File: config.mk
export PLATFORM = sky130hd
export DESIGN_NAME = sync_fifo_flex
export DESIGN_NICKNAME = d
export VERILOG_FILES = /design/src/rtl/sync_fifo_flex.sv
export SDC_FILE = /design/constraint.sdc
export NUM_CORES = 1
export LEC_CHECK = 0
export ABC_AREA = 1
export BUFFER_PORTS_ARGS = -buffer_cell sky130_fd_sc_hd__buf_4
export CAP_MARGIN = 5
export CORE_MARGIN = 1
export CORE_UTILIZATION = 41
export CTS_CLUSTER_DIAMETER = 100
export DETAILED_ROUTE_END_ITERATION = 8
export PLACE_DENSITY = 0.61
export SKIP_CTS_REPAIR_TIMING = 1
export SLEW_MARGIN = 20
export SYNTH_ARGS = -nofsm -noshare
export SYNTH_HDL_FRONTEND = slang
export SYNTH_SLANG_ARGS = --single-unit
File: constraint.sdc
create_clock -name clk -period 3.91 [get_ports clk]
set_clock_uncertainty 0.05 [all_clocks]
set_input_delay 0.782 -clock clk [delete_from_list [all_inputs] [get_ports clk]]
set_output_delay 0.782 -clock clk [all_outputs]
set_load 0.05 [all_outputs]
File: src/rtl/sync_fifo_flex.sv
// sync_fifo_flex: single-clock FIFO with fill-level count, programmable
// almost-full/almost-empty thresholds, sticky overflow/underflow flags and
// a read port that is either registered (FWFT=0) or first-word-fall-through.
module sync_fifo_flex #(
  parameter int DSIZE = 8,
  parameter int ASIZE = 4,
  parameter int FWFT  = 0
) (
  input  logic             clk,
  input  logic             rst,
  input  logic [DSIZE-1:0] wdata,
  input  logic             winc,
  input  logic             rinc,
  input  logic [ASIZE:0]   af_thresh,
  input  logic [ASIZE:0]   ae_thresh,
  input  logic             clr_err,
  output logic [DSIZE-1:0] rdata,
  output logic             rvalid,
  output logic             full,
  output logic             empty,
  output logic             almost_full,
  output logic             almost_empty,
  output logic [ASIZE:0]   count,
  output logic             overflow,
  output logic             underflow
);

  logic [DSIZE-1:0] mem [0:(1<<ASIZE)-1];
  logic [ASIZE:0]   wptr;
  logic [ASIZE:0]   rptr;
  logic             wacc;
  logic             racc;

  // Occupancy, threshold flags and op acceptance all come from the registered
  // pointers; the extra pointer MSB tells a full FIFO apart from an empty one.
  always_comb begin
    count        = wptr - rptr;
    empty        = (wptr == rptr);
    full         = (wptr[ASIZE-1:0] == rptr[ASIZE-1:0]) && (wptr[ASIZE] != rptr[ASIZE]);
    almost_full  = (count >= af_thresh);
    almost_empty = (count <= ae_thresh);
    wacc         = winc && !full;
    racc         = rinc && !empty;
  end

  // Pointer advance on accepted operations; both may move in the same cycle.
  always_ff @(posedge clk or negedge rst) begin
    if (!rst) begin
      wptr <= '0;
      rptr <= '0;
    end else begin
      if (wacc) wptr <= wptr + 1'b1;
      if (racc) rptr <= rptr + 1'b1;
    end
  end

  // Storage array is deliberately left unreset so it maps onto plain RAM.
  always_ff @(posedge clk) begin
    if (wacc) mem[wptr[ASIZE-1:0]] <= wdata;
  end

  // Sticky error flags; a new error in the clearing cycle keeps the flag set.
  always_ff @(posedge clk or negedge rst) begin
    if (!rst) begin
      overflow  <= 1'b0;
      underflow <= 1'b0;
    end else begin
      if (winc && full)  overflow <= 1'b1;
      else if (clr_err)  overflow <= 1'b0;
      if (rinc && empty) underflow <= 1'b1;
      else if (clr_err)  underflow <= 1'b0;
    end
  end

  generate
    if (FWFT != 0) begin : g_fwft
      // Head word is always on display; rinc just acknowledges it.
      always_comb begin
        rdata  = mem[rptr[ASIZE-1:0]];
        rvalid = !empty;
      end
    end else begin : g_reg
      logic [DSIZE-1:0] rdata_q;
      logic             rvalid_q;

      // Registered read: data captured on the accepting edge, rvalid pulses once.
      always_ff @(posedge clk or negedge rst) begin
        if (!rst) begin
          rdata_q  <= '0;
          rvalid_q <= 1'b0;
        end else begin
          rvalid_q <= racc;
          if (racc) rdata_q <= mem[rptr[ASIZE-1:0]];
        end
      end

      // Expose the read register on the output port.
      always_comb begin
        rdata  = rdata_q;
        rvalid = rvalid_q;
      end
    end
  endgenerate

endmodule

== Word-level counts from Yosys, hierarchy flattened ==
Memories as Yosys holds them, arrays and structs flattened. A register that Yosys moved wholly into a read port is not among the register bits.
Index checks and enable logic that the tools add are counted.
Word-level totals
  register bits after elaboration: 13
  RAM bits: 128
  input port bits: 23
  output and inout bits: 20
  logic and storage cells: 29
  memories: 1
Memory list
  mem: depth 16, bits a word 8, rd ports 1, clocked after memory_dff 1, wr ports 1, RTL line 28  | logic [DSIZE-1:0] mem [0:(1<<ASIZE)-1];
Operators by class
  add/subtract/negate cells: 3
  $lt $le $gt $ge: 2
  equal/unequal tests: 3
  multiplexer cells: 5
  reduce and logical (&&, ||, !) cells: 10
Operator list (number)
  5-bit by 1-bit adder with 5-bit output (second input constant): 2
  5-bit == test: 1
  5-bit >= comparator: 1
  5-bit <= comparator: 1
  1-bit logical AND: 5
  1-bit two-way mux: 5
  5-bit subtractor: 1
  4-bit == test: 1
  2-bit nonzero test: 2
  1-bit logical NOT: 3
  1-bit inequality test: 1

== Depth between registers and ports, before layout ==
Gate-level depths: netlist of run 1.
  word-level depth: 6
  gate-level depth with buffers: 13
  mapped depth without buffers: 11

== Least setup slack after synthesis of run 1 ==
No wires, ideal clock.
  kind: register to output
  start: reg rptr[2]
  end: out almost_full
  data arrival time: 4.318 ns
  required time: 3.078 ns
  slack: -1.240 ns
  cell stages (with the launch flop): 11
  path buffers: 2
  path through: dfrtp_1 buf_2 buf_2 inv_1 ha_1 nand3_1 nand2_1 xor2_1 ha_1 nand2_1 o311ai_0
Between the ends
  longest elaborated chain between the ends: 2
Ends and longest elaborated chain
  start: declaration: RTL line 30  | logic [ASIZE:0] rptr;
  start signal: assignment: RTL line 53  | if (racc) rptr <= rptr + 1'b1;
  5-bit subtractor: RTL line 37  | count = wptr - rptr;
  via count[4]: RTL line 23  | output logic [ASIZE:0] count,
  5-bit >= comparator: RTL line 40  | almost_full = (count >= af_thresh);
  end: declaration: RTL line 21  | output logic almost_full,
The timed path passes the listed nets, and every way through them passes these cells.

== Final worst setup path of run 1 ==
  start: reg wptr[0]
  end: out almost_empty
Between the ends
  longest elaborated chain between the ends: 2
Ends and longest elaborated chain
  start: declaration: RTL line 29  | logic [ASIZE:0] wptr;
  start signal: assignment: RTL line 52  | if (wacc) wptr <= wptr + 1'b1;
  5-bit subtractor: RTL line 37
  5-bit <= comparator: RTL line 41  | almost_empty = (count <= ae_thresh);
  end: declaration: RTL line 22  | output logic almost_empty,
Every way passes these cells.

==> metrics.log, run 1 <==
INFO  metric die_width = approximately 130 um
INFO  metric fin_setup_tns = 0 ns
INFO  metric initial_antenna_violation_count = 0
INFO  metric area_growth = 15.1%
INFO  metric yosysUniqueCellTypes = 29
INFO  metric clock_tree.htree_level_count = 4
INFO  metric fillCellCount = 1,485
INFO  metric die_height = approximately 130 um
INFO  metric core_area = 0.0165 mm2
INFO  metric totalPowerFinal = about 7.0 mW
INFO  metric p_clk_frac = 0.208
INFO  metric syn-instance-count = 692
INFO  metric netSwitchingFraction = 0.450
INFO  metric share_of_synthesized_flip_flops_with_an_asynchronous_set_or_reset = 0.141
INFO  metric iteration_count_of_the_initial_detailed_routing_pass = 5
INFO  metric post_synth_instance_area = 0.00691 mm2
INFO  metric clk-insertion-delay-late = around 0.42 ns
INFO  metric worst_setup_path_end_kind = output pin
INFO  metric run_status = finished, final reports clean
INFO  metric gr-usage-all-layers = 0.181
INFO  metric switchingPower = roughly 3.2 mW
INFO  metric diodes = 0
INFO  metric worst-path-max-fanout = 5
INFO  metric max_slew.worst_pin.slew = 1.01 ns
INFO  metric synth_most_common_cell = nand2_1
INFO  metric syn-num-nets = ~740
INFO  metric cell_types_with_the_largest_area_share_after_synthesis = edfxtp_1 56%, nand2_1 10%, dfrtp_1 7.6%, nand3_1 6.7%, inv_1 6.6%
INFO  metric cts_num_sinks = between 100 and 150
INFO  metric fmax = 267 MHz
INFO  metric place_congestion = 0.823
INFO  metric grt_pass1_vias = 4,646
INFO  metric synthTopCellsByCount = 186 x nand2_1, 128 x edfxtp_1, 121 x inv_1
INFO  metric pin_count_of_the_biggest_net_entering_global_routing = 68
INFO  metric required = between 3 and 4 ns
INFO  metric synth_top_area_cell = edfxtp_1
INFO  metric initial_core_util = 0.418
INFO  metric maxCapViolations = 0
INFO  metric layout-drive-gt1-share = 0.127
INFO  metric io_buffer_count = between 40 and 50
INFO  metric cts-root-to-sink-buffers = 2
INFO  metric clkTransAtPathRegs = about 0.060 ns
INFO  metric hpwl = around 9.4 mm
INFO  metric min_period = 3.75 ns
INFO  metric grt_pass1_wl = 23.6 mm
INFO  metric root_buffer = clkbuf_16
INFO  metric drt_iter0_markers = between 200 and 300
INFO  metric timing.slew.headroom = 0.325
INFO  metric inserted_clock_buffers = 17
INFO  metric comb_power_share = 0.496
INFO  metric criticalPathCategory = reg -> out
INFO  metric ir_drop = ~0.63 mV
INFO  metric number_of_synthesized_register_bits = about 150
INFO  metric maxSlewViolCount = 0
INFO  metric power.density = just under 900 mW/mm2
INFO  metric ant_nets = 0
INFO  metric leading_register_cell_type_out_of_synthesis = edfxtp_1
INFO  metric grt_setup_unrepaired = false
INFO  metric synth-warning-count = 0
INFO  metric power.leakage = 3.51 nW
INFO  metric finalNetCount = just under 800
INFO  metric layout_worst_path_cycle_share = 0.959
INFO  metric final_routed_wire_length_divided_by_cell_count = 15.2 um
INFO  metric detailroute.via_count = roughly 4,600
INFO  metric power_frac_seq = 0.296
INFO  metric arrival_time_at_the_worst_endpoint = 2.92 ns
INFO  metric dieArea = roughly 0.017 mm2
INFO  metric p_int = between 3 and 4 mW
INFO  metric wirelength = about 15 mm
INFO  metric critical_path.startpoint_type = flip-flop
INFO  metric detail_routed_via_count_per_cell = between 4 and 5
INFO  metric hold_class = in -> async
INFO  metric setup_violations = 0
INFO  metric io_pins = 43
INFO  metric syn_area_per_cell = 9.98 um2
INFO  metric post_synth_edffs = 128
INFO  metric hold_viol = 0
INFO  metric route.detailed.drc = 0
INFO  metric grt_remaining_overflow = 0
INFO  metric synth.top_cell.area_share = 0.557
INFO  metric synth_seq_area_share = 0.633
INFO  metric tritoncts_clock_tree = built
INFO  metric num_rows = 47
[routing by layer]
layer / vias to the layer above / wire, um / GRT usage / share of wire
li1: 2295 / - / - / -
met1: 2212 / 6380 / 0.215 / 0.43
met2: 92 / 7560 / 0.322 / 0.51
met3: 22 / 476 / 0.0354 / 0.032
met4: 0 / 317 / 0.0736 / 0.022
met5: - / 0 / 0 / 0
[critical path, cell delays in order, from the launching register on]
cell	delay [ns]
dfrtp_1	0.44
inv_1	0.14
ha_1	0.16
inv_1	0.06
fa_1	0.42
nand3_1	0.09
nand2_1	0.09
xor2_2	0.16
buf_4	0.14
ha_1	0.29
a21o_1	0.17
o22ai_2	0.12
buf_4	0.22
[registers in the layout (all words and copies together) (netlist names)]
signal     cells
rptr           5
wptr           5
overflow       1
underflow      1
rdata          8
mem          128
rvalid         1
[layout by cell type (no fill, tap or decap), types with 2 or more instances in the layout]
master,netlist,routed
a21oi_1,5,5
buf_4,6,47
clkbuf_1,0,2
clkbuf_16,0,17
clkinv_1,1,2
clkinv_2,0,2
clkinvlp_4,0,6
dfrtp_1,21,20
edfxtp_1,128,128
ha_1,19,19
inv_1,121,121
inv_2,3,2
inv_6,0,4
nand2_1,186,186
nand2_2,3,3
nand3_1,93,93
nor2_1,59,59
nor2_2,2,2
o21ai_0,5,5
xor2_1,10,7
xor2_2,0,3
[through the flow]
step                      area (um2)  instances   util  hold slack [ns]  setup slack (ns)
after floorplan                 6940        692      -            0.432            0.0763
after global placement          7410        934  0.448            0.446             0.675
after detailed placement        7410        934  0.448            0.454             0.612
after CTS                       7940        966  0.481            0.202             0.149
after global routing            7950        967  0.481            0.209            0.0237
final                           7950        967  0.481            0.201             0.161
[worst paths after layout]
check	slack, ns	cells past startpoint	start	end
setup / recovery	0.16	12	wptr[0]	almost_empty
hold reg to reg	0.46	2	rdata[6]	rdata[6]
min in group clk	0.46	2	rdata[6]	rdata[6]
max in group asynchronous	3.35	1	rst	rptr[0]
hold / removal	0.20	1	rst	wptr[4]
setup reg to reg	0.86	9	rptr[0]	rdata[3]
[final cells by class]
| class | count | area, um2 | area share |
|---|---|---|---|
| Timing Repair Buffer | 47 | 353 | 0.0444 |
| Tap cell | 220 | 275 | 0.0346 |
| Inverter | 126 | 477 | 0.0600 |
| Sequential cell | 149 | 4370 | 0.550 |
| Multi-Input combinational cell | 393 | 1940 | 0.244 |
| Clock inverter | 13 | 100 | 0.0126 |
| Clock buffer | 19 | 433 | 0.0544 |
[kinds of logic (layout without fill, tap and decap cells)]
| group | Yosys count | count (layout) | synth area share |
|---|---|---|---|
| compound gates | 16 | 16 | 0.0140 |
| xor+xnor | 10 | 10 | 0.0127 |
| fa+ha+maj | 20 | 20 | 0.0373 |
| buf+inv | 150 | 205 | 0.0911 |
| flops | 149 | 149 | 0.633 |
| simple gates | 347 | 347 | 0.212 |
[power by group through the flow]
stage	clock network (mW)	logic [mW]	registers (mW)
after floorplan	0	2.41	2.27
after global placement	0	3.38	2.10
after detailed placement	0	3.46	2.11
after CTS	1.47	3.47	2.08
after global routing	1.54	3.81	2.11
final	1.46	3.48	2.08
(Power assumes the default switching activity.)
==> inputs of run 2 (changes only) <==
==> constraint.sdc (replaced) <==
create_clock -name clk -period 4.5 [get_ports clk]
set_clock_uncertainty 0.05 [all_clocks]
set_input_delay 0.9 -clock clk [delete_from_list [all_inputs] [get_ports clk]]
set_output_delay 0.9 -clock clk [all_outputs]
set_load 0.05 [all_outputs]
==> metrics.log, run 2 (synthesis results as in run 1) <==
INFO  metric cts-root-to-sink-buffers = 2 (unchanged)
INFO  metric drt_iter0_markers = 321 (+11%)
INFO  metric max_slew.worst_pin.slew = 0.807 ns (-0.205 ns)
INFO  metric arrival_time_at_the_worst_endpoint = 3.13 ns (+0.21 ns)
INFO  metric largest_register_ffs = 128 (unchanged)
INFO  metric max_stage_delay = 0.77 ns (+0.33 ns)
INFO  metric grt_pass1_vias = 4,647 (+0.022%)
INFO  metric initial_core_util = 0.418 (unchanged)
INFO  metric fmax = around 240 MHz
INFO  metric clock_tree.htree_level_count = 4 (unchanged)
INFO  metric pin_count_of_the_biggest_net_entering_global_routing = 68 (unchanged)
INFO  metric io_buffer_count = 42 (unchanged)
INFO  metric timing.slew.headroom = 0.460 (+0.134)
INFO  metric initial_antenna_violation_count = 0 (unchanged)
INFO  metric final_cell_mix = 186 x nand2_1, 128 x edfxtp_1, 121 x inv_1, 93 x nand3_1, 59 x nor2_1
INFO  metric finalNetCount = 775 (-0.26%)
INFO  metric grt_remaining_overflow = 0 (unchanged)
INFO  metric tritoncts_clock_tree = built
INFO  metric ant_nets = 0 (unchanged)
INFO  metric place_congestion = 0.866 (+5.2%)
INFO  metric final_routed_wire_length_divided_by_cell_count = 15.8 um (+3.4%)
INFO  metric detail_routed_via_count_per_cell = 4.89 (+2.3%)
INFO  metric power.leakage = 3.51 nW (about the same)
INFO  metric detailroute.via_count = 4,717 (+2.1%)
INFO  metric layout_commonest_cell = nand2_1
INFO  metric power.density = 762 mW/mm2 (-14%)
INFO  metric iteration_count_of_the_initial_detailed_routing_pass = 5 (unchanged)
INFO  metric grt_setup_unrepaired = false
INFO  metric placed_cells = 933 (-0.11%)
INFO  metric totalPowerFinal = 6.02 mW (-14%)
INFO  metric run_status = finished, final reports clean
INFO  metric root_buffer = clkbuf_16
INFO  metric clkTransAtPathRegs = 0.06 ns (about the same)
INFO  metric cts_num_sinks = 149 (unchanged)
INFO  metric setup_violations = 0 (unchanged)
INFO  metric core_area = 0.0165 mm2 (unchanged)
INFO  metric ir_drop = 0.418 mV (-34%)
INFO  metric dieArea = 0.0174 mm2 (unchanged)
INFO  metric clk-insertion-delay-late = 0.42 ns (about the same)
INFO  metric criticalPathCategory = reg -> out
INFO  metric wirelength = 15.2 mm (+3.2%)
INFO  metric num_rows = 47 (unchanged)
INFO  metric worst-path-max-fanout = 21 (+16)
INFO  metric hold_class = in -> async
INFO  metric min_period = 4.08 ns
INFO  metric gr-usage-all-layers = 0.188 (+0.00721)
INFO  metric finalNonFillerCells = 965 (-0.21%)
INFO  metric hpwl = 9.45 mm (+0.37%)
INFO  metric critical_path.startpoint_type = flip-flop
INFO  metric area_growth = 14.4%
INFO  metric route.detailed.drc = 0 (unchanged)
INFO  metric required = 3.55 ns (+0.47 ns)
INFO  metric hold_viol = 0 (unchanged)
INFO  metric diodes = 0 (unchanged)
INFO  metric maxSlewViolCount = 0 (unchanged)
INFO  metric grt_pass1_wl = 24.6 mm (+4.2%)
INFO  metric die_width = 132 um (unchanged)
INFO  metric fillCellCount = 1,519 (+2.3%)
INFO  metric io_pins = 43 (unchanged)
INFO  metric worst_setup_path_end_kind = output pin
INFO  metric cpMaxStageDelayCell = dfrtp_1
INFO  metric die_height = 132 um (unchanged)
INFO  metric maxCapViolations = 0 (unchanged)
INFO  metric inserted_clock_buffers = 17 (unchanged)
INFO  metric critical_path.cell_chain = inv_1 -> ha_1 -> nand3_1 -> nand2_1 -> xor2_1 -> ha_1 -> nand2_1 -> o21a_1 -> o311ai_2 -> buf_4
INFO  metric layout_worst_path_cycle_share = 0.907
INFO  metric layout-drive-gt1-share = 0.118 (-0.00905)
INFO  metric fin_setup_tns = 0 ns (unchanged)
## run 2: cell count changes in the layout (fill, tap and decap cells not counted), sizes merged
cell      before  now
clkinv         4    8
clkinvlp       6    2
clkbuf        19   22
inv          129  126
buf           47   45
## run 2: critical path: cells and delay by family (launching register included)
family / cells / cell delay (ns)
compound gates: 2 / 0.27
xor+xnor: 1 / 0.30
fa+ha+maj: 2 / 0.73
buf+inv: 2 / 0.32
flops: 1 / 0.77
simple gates: 3 / 0.32
## run 2: metrics by stage
step / hold slack, ns / worst slack, ns / cell area (um2) / utilization
2_1_floorplan: 0.432 / 0.0910 / 6910 / -
3_3_place_gp: 0.446 / 1.05 / 7370 / 0.446
3_5_place_dp: 0.452 / 0.902 / 7380 / 0.446
4_1_cts: 0.314 / 0.440 / 7900 / 0.478
5_1_grt: 0.333 / 0.204 / 7900 / 0.478
6_report: 0.322 / 0.416 / 7900 / 0.478
## run 2: per-layer routing
metal	GRT usage	share of wire
met5	0	0
met4	0.0930	0.024
met2	0.313	0.49
met3	0.0358	0.041
met1	0.237	0.44
## run 2: layout make-up
type / instances / area (um2) / area share
sequential: 149 / 4370 / 0.553
multi-input combinational: 393 / 1910 / 0.242
inverter: 126 / 478 / 0.0605
clock buffer: 22 / 464 / 0.0588
timing repair buffer: 45 / 338 / 0.0428
tap: 220 / 275 / 0.0349
clock inverter: 10 / 57.6 / 0.00729
## run 2: path summary, 6_finish.rpt
check | from | end | slack (ns) | cells past startpoint
worst max-delay path | rptr[2] | almost_full | 0.42 | 10
worst min-delay path | rst | rdata[2] | 0.32 | 1
worst max register to register | rptr[2] | mem[10][5] | 1.55 | 9
worst min register to register | rdata[4] | rdata[4] | 0.46 | 2
max in group asynchronous | rst | rptr[0] | 3.83 | 1
min in group clk | rdata[4] | rdata[4] | 0.46 | 2
## run 2: where the power goes
group	switching (mW)	internal [mW]
Sequential	0.121	1.71
Combinational	2.06	0.872
Clock	0.528	0.726
Total	2.71	3.31
